===== src/rtl/keccak_feed_pkg.sv =====
// Shared types and widths for the keccak byte-stream feeder.
package keccak_feed_pkg;

    localparam int WORD_W     = 32;
    localparam int BYTE_W     = 8;
    localparam int BYTE_NUM_W = 2;
    localparam int LANES      = 4;
    localparam int CNT_W      = 3;

    typedef enum logic [2:0] {
        ST_IDLE,
        ST_CRST,
        ST_FILL,
        ST_SEND,
        ST_SEND_PAD,
        ST_WAIT_OUT,
        ST_DONE
    } feed_state_e;

endpackage


===== src/rtl/keccak_byte_packer.sv =====
// Packs bytes big-endian into a 32-bit word; lane 0 lands in [31:24].
module keccak_byte_packer
    import keccak_feed_pkg::*;
(
    input  logic              clk_i,
    input  logic              rst_ni,
    input  logic              clear_i,
    input  logic              load_i,
    input  logic [BYTE_W-1:0] data_i,
    output logic [WORD_W-1:0] word_o,
    output logic [CNT_W-1:0]  cnt_o
);

    logic [WORD_W-1:0] word_q, word_d;
    logic [CNT_W-1:0]  cnt_q, cnt_d;

    // cnt saturates at LANES so a stray load can never wrap into lane 0
    always_comb begin
        word_d = word_q;
        cnt_d  = cnt_q;
        if (clear_i) begin
            word_d = '0;
            cnt_d  = '0;
        end else if (load_i && (cnt_q < CNT_W'(LANES))) begin
            for (int i = 0; i < LANES; i++) begin
                if (cnt_q == CNT_W'(i)) begin
                    word_d[WORD_W-1-i*BYTE_W -: BYTE_W] = data_i;
                end
            end
            cnt_d = cnt_q + CNT_W'(1);
        end
    end

    always_ff @(posedge clk_i or negedge rst_ni) begin
        if (!rst_ni) begin
            word_q <= '0;
            cnt_q  <= '0;
        end else begin
            word_q <= word_d;
            cnt_q  <= cnt_d;
        end
    end

    assign word_o = word_q;
    assign cnt_o  = cnt_q;

endmodule


===== src/rtl/keccak_msg_feeder.sv =====
// Byte-stream front end for the keccak core: resets the core per message,
// feeds big-endian words with end-of-message padding, and flags digest ready.
module keccak_msg_feeder
    import keccak_feed_pkg::*;
#(
    parameter int RST_CYCLES = 1
) (
    input  logic                  clk,
    input  logic                  reset,
    input  logic [BYTE_W-1:0]     s_data,
    input  logic                  s_valid,
    input  logic                  s_last,
    output logic                  s_ready,
    output logic                  k_reset,
    output logic [WORD_W-1:0]     k_in,
    output logic                  k_in_ready,
    output logic                  k_is_last,
    output logic [BYTE_NUM_W-1:0] k_byte_num,
    input  logic                  k_buffer_full,
    input  logic                  k_out_ready,
    output logic                  busy,
    output logic                  msg_done
);

    localparam logic [3:0] RST_LAST = 4'(RST_CYCLES - 1);

    feed_state_e       state_q, state_d;
    logic [3:0]        rcnt_q, rcnt_d;
    logic              last_q, last_d;
    logic              full_q, full_d;
    logic              k_reset_q, k_reset_d;
    logic              pk_clear, pk_load;
    logic [WORD_W-1:0] pk_word;
    logic [CNT_W-1:0]  pk_cnt;

    keccak_byte_packer u_packer (
        .clk_i   (clk),
        .rst_ni  (reset),
        .clear_i (pk_clear),
        .load_i  (pk_load),
        .data_i  (s_data),
        .word_o  (pk_word),
        .cnt_o   (pk_cnt)
    );

    always_comb begin
        state_d  = state_q;
        rcnt_d   = rcnt_q;
        last_d   = last_q;
        full_d   = full_q;
        pk_clear = 1'b0;
        pk_load  = 1'b0;
        case (state_q)
            ST_IDLE: begin
                pk_clear = 1'b1;
                if (s_valid) begin
                    state_d = ST_CRST;
                    rcnt_d  = '0;
                end
            end
            ST_CRST: begin
                if (rcnt_q == RST_LAST) begin
                    state_d = ST_FILL;
                end else begin
                    rcnt_d = rcnt_q + 4'd1;
                end
            end
            ST_FILL: begin
                if (s_valid) begin
                    pk_load = 1'b1;
                    if (s_last || (pk_cnt == CNT_W'(LANES - 1))) begin
                        state_d = ST_SEND;
                        last_d  = s_last;
                        full_d  = (pk_cnt == CNT_W'(LANES - 1));
                    end
                end
            end
            ST_SEND: begin
                if (!k_buffer_full) begin
                    if (!last_q) begin
                        state_d  = ST_FILL;
                        pk_clear = 1'b1;
                    end else if (full_q) begin
                        // a message ending on a word boundary still needs an is_last word
                        state_d = ST_SEND_PAD;
                    end else begin
                        state_d = ST_WAIT_OUT;
                    end
                end
            end
            ST_SEND_PAD: begin
                if (!k_buffer_full) begin
                    state_d = ST_WAIT_OUT;
                end
            end
            ST_WAIT_OUT: begin
                if (k_out_ready) begin
                    state_d = ST_DONE;
                end
            end
            ST_DONE: begin
                state_d = ST_IDLE;
            end
            default: begin
                state_d = ST_IDLE;
            end
        endcase
    end

    assign k_reset_d = (state_d == ST_CRST);

    always_ff @(posedge clk or negedge reset) begin
        if (!reset) begin
            state_q   <= ST_IDLE;
            rcnt_q    <= '0;
            last_q    <= 1'b0;
            full_q    <= 1'b0;
            k_reset_q <= 1'b1;
        end else begin
            state_q   <= state_d;
            rcnt_q    <= rcnt_d;
            last_q    <= last_d;
            full_q    <= full_d;
            k_reset_q <= k_reset_d;
        end
    end

    assign s_ready    = (state_q == ST_FILL);
    assign k_reset    = k_reset_q;
    assign k_in_ready = (state_q == ST_SEND) || (state_q == ST_SEND_PAD);
    assign k_in       = (state_q == ST_SEND) ? pk_word : '0;
    assign k_is_last  = ((state_q == ST_SEND) && last_q && !full_q) || (state_q == ST_SEND_PAD);
    assign k_byte_num = ((state_q == ST_SEND) && last_q && !full_q) ? pk_cnt[BYTE_NUM_W-1:0] : '0;
    assign busy       = (state_q != ST_IDLE);
    assign msg_done   = (state_q == ST_DONE);

endmodule


===== config.mk =====
export PLATFORM = sky130hd
export DESIGN_NAME = keccak_msg_feeder
export DESIGN_NICKNAME = d
export VERILOG_FILES = /design/src/rtl/keccak_feed_pkg.sv /design/src/rtl/keccak_byte_packer.sv /design/src/rtl/keccak_msg_feeder.sv
export SDC_FILE = /design/constraint.sdc
export NUM_CORES = 1
export LEC_CHECK = 0
export BUFFER_PORTS_ARGS = -buffer_cell sky130_fd_sc_hd__buf_2
export CORE_ASPECT_RATIO = 1.75
export CORE_MARGIN = 2
export CORE_UTILIZATION = 58
export DETAILED_ROUTE_END_ITERATION = 10
export PLACE_DENSITY = 0.85
export SLEW_MARGIN = 10
export SYNTH_ARGS = -nofsm -noshare
export SYNTH_HDL_FRONTEND = slang
export SYNTH_HIERARCHICAL = 1
export SYNTH_SLANG_ARGS = --single-unit

===== constraint.sdc =====
create_clock -name clk -period 3 [get_ports clk]
set_input_delay 0.6 -clock clk [delete_from_list [all_inputs] [get_ports clk]]
set_output_delay 0.6 -clock clk [all_outputs]
set_load 0.02 [all_outputs]

==> reports/metrics.yaml <==
outcome: "complete, no violations"
die_w_um: 53.0
fmax_ghz: 0.428
synth-seq-area-share: 0.462
worst_pin_slew_ns: 0.965
yosys.area.top_type_share: 0.452
worstPathMaxFanout: 32
yosysWarnings: 6
synth_flop_cell: "dfrtp_1"
reg2reg_slack_ns: 1.13
vias_per_cell: 5.39
start_util: 0.599
synthTopCellsByArea: "dfrtp_1 45%, nand2_1 11%, and2_1 8.7%, a21oi_2 8.6%, ha_1 3.6%"
grt_pass1_wl_um: 8690
rows: 31
num_vias: 1947
area_growth_pct: 16.5
routabilityCongestion: 0.772
fin_nets: 332
maxSlewHeadroom: 0.357
grt_usage: 0.241
dieHeight_um: 89.8
clk_path_buf_depth: 2
path_class: "reg -> out"
final_common_cell: "nand2_1"
worst_r2r_path_depth: 5
place_inst: 353
cts_root_buffer: "clkbuf_8"
antenna_found_initial: 0
clock_sinks: 45
die_area_um2: 4760
diodes: 0
reg2reg_from: "rcnt_q[0]"
vdd_ir_drop_max_v: 0.000653
clock_latency_ns: 0.29
ys_ff_latch: 45
layout_common_cells: "71 x nand2_1, 53 x buf_2, 44 x dfrtp_1, 34 x and2_1, 24 x a21oi_2"
ant_nets: 0
leakage_uw: 0.00139
cts_tree: "yes"
grt_pass1_vias: 1927
avgSynthCellArea_um2: 9.24
async_flop_share: 1.00
overflow: 0
min_period_ns: 2.34
skew_ns: 0.00269
first_pass_iters: 4
r2r-end: "state_q[0]"
cp-start-kind: "flop"
worst_setup_path_end_kind: "output pin"
postCtsHoldBufs: 0
required_ns: 2.40
wirelength_um: 5190
rsz0062_at_grt: "no"
finalHoldViolCount: 0
synth_area_um2: 2440
slew_violations: 0
synthCells: 264
io_pins: 54
arrival_ns: 1.74
setup_viol: 0
dp_hpwl_um: 3680
clk_pin_slew_ns: 0.08
cts_resized: 0
core_area_um2: 4070
first_iter_violations: 28
numCtsBuffers: 5
p_per_area_nw_per_um2: 739
grt_max_degree: 46
yosysUniqueCellTypes: 35
synth-edff-count: 0
port_buffers: 53
yosysTopAreaCell: "dfrtp_1"
post-route-period-util: 0.780
layout-drive-gt1-share: 0.301
hold_path.class: "in -> async"
cts_setup_buffers: 0
cap_violations: 0
syn-num-nets: 285
fin_cells: 361
drc_errors: 0
h-tree-depth: 2
routedWlPerCell_um: 14.4
tns_ns: 0
[per-layer routing]
metal / part of all wire / GRT usage / vias up
met3: 0.036 / 0.0399 / 7
li1: - / - / 964
met5: 0 / 0 / -
met4: 0.017 / 0.0791 / 0
met2: 0.53 / 0.406 / 45
met1: 0.42 / 0.307 / 931
[sequential cells by signal, indices dropped and copies added (netlist names)]
name and count:
u_packer/word_o 32, last_q 1, state_q 3, k_reset 1
u_packer/cnt_o 3, rcnt_q 4, full_q 1
[how the worst max path moves through the flow]
stage | from | end | slack, ns | cells after the start
2_1_floorplan | state_q[2] | k_in[10] | 1.14 | 4
3_3_place_gp | state_q[0] | k_in[18] | 1.05 | 5
3_5_place_dp | state_q[2] | k_in[18] | 1.01 | 5
4_1_cts | state_q[2] | k_in[18] | 0.67 | 5
5_1_grt | state_q[2] | k_in[8] | 0.52 | 5
6_report | state_q[2] | k_in[18] | 0.66 | 5
[cell usage after synthesis (all sizes together) (4+ instances only)]
master,count
buf,10
clkbuf,6
dfrtp,44
nor2,4
and2,34
nand2,71
nand3b,6
and3b,5
nand2b,6
a21oi,34
ha,7
inv,7
[metrics by stage]
stage	total power, uW	hold slack, ns	util	cell area, um2	worst slack (ns)
final	2100	0.454	0.697	2840	0.661
after global placement	1610	0.471	0.668	2720	1.05
after floorplan	1430	0.304	-	2440	1.14
after CTS	2110	0.486	0.697	2840	0.667
after global routing	2230	0.521	0.697	2840	0.519
after detailed placement	1630	0.478	0.668	2720	1.01
[cell type report]
type | count | area, um2
clock buffers | 6 | 82.6
clock inverters | 2 | 37.5
fillers | 347 | 1230
inverters | 7 | 26.3
multi-input cells | 196 | 1220
flip-flops and latches | 45 | 1130
well taps | 49 | 61.3
repair buffers | 56 | 288
[power breakdown]
group          leakage [uW]  switching [uW]  internal, uW  total [uW]
sequential         0.000612             110           720         830
clock             0.0000574             203           271         474
combinational      0.000725             529           267         796
total               0.00139             841          1260        2100
[kinds of logic after synthesis]
kind of cell | share of synthesized area
buf+inv | 0.0467
flops | 0.462
mux | 0.0123
fa+ha+maj | 0.0359
compound gates | 0.153
simple gates | 0.289
[critical path: stages (launching register included)]
cell and delay [ns]:
dfrtp_1 0.47, nand2b_1 0.23, nor2_1 0.11, buf_4 0.28
and2_1 0.19, buf_2 0.17
Note: power is estimated with default switching activity, not from simulation.
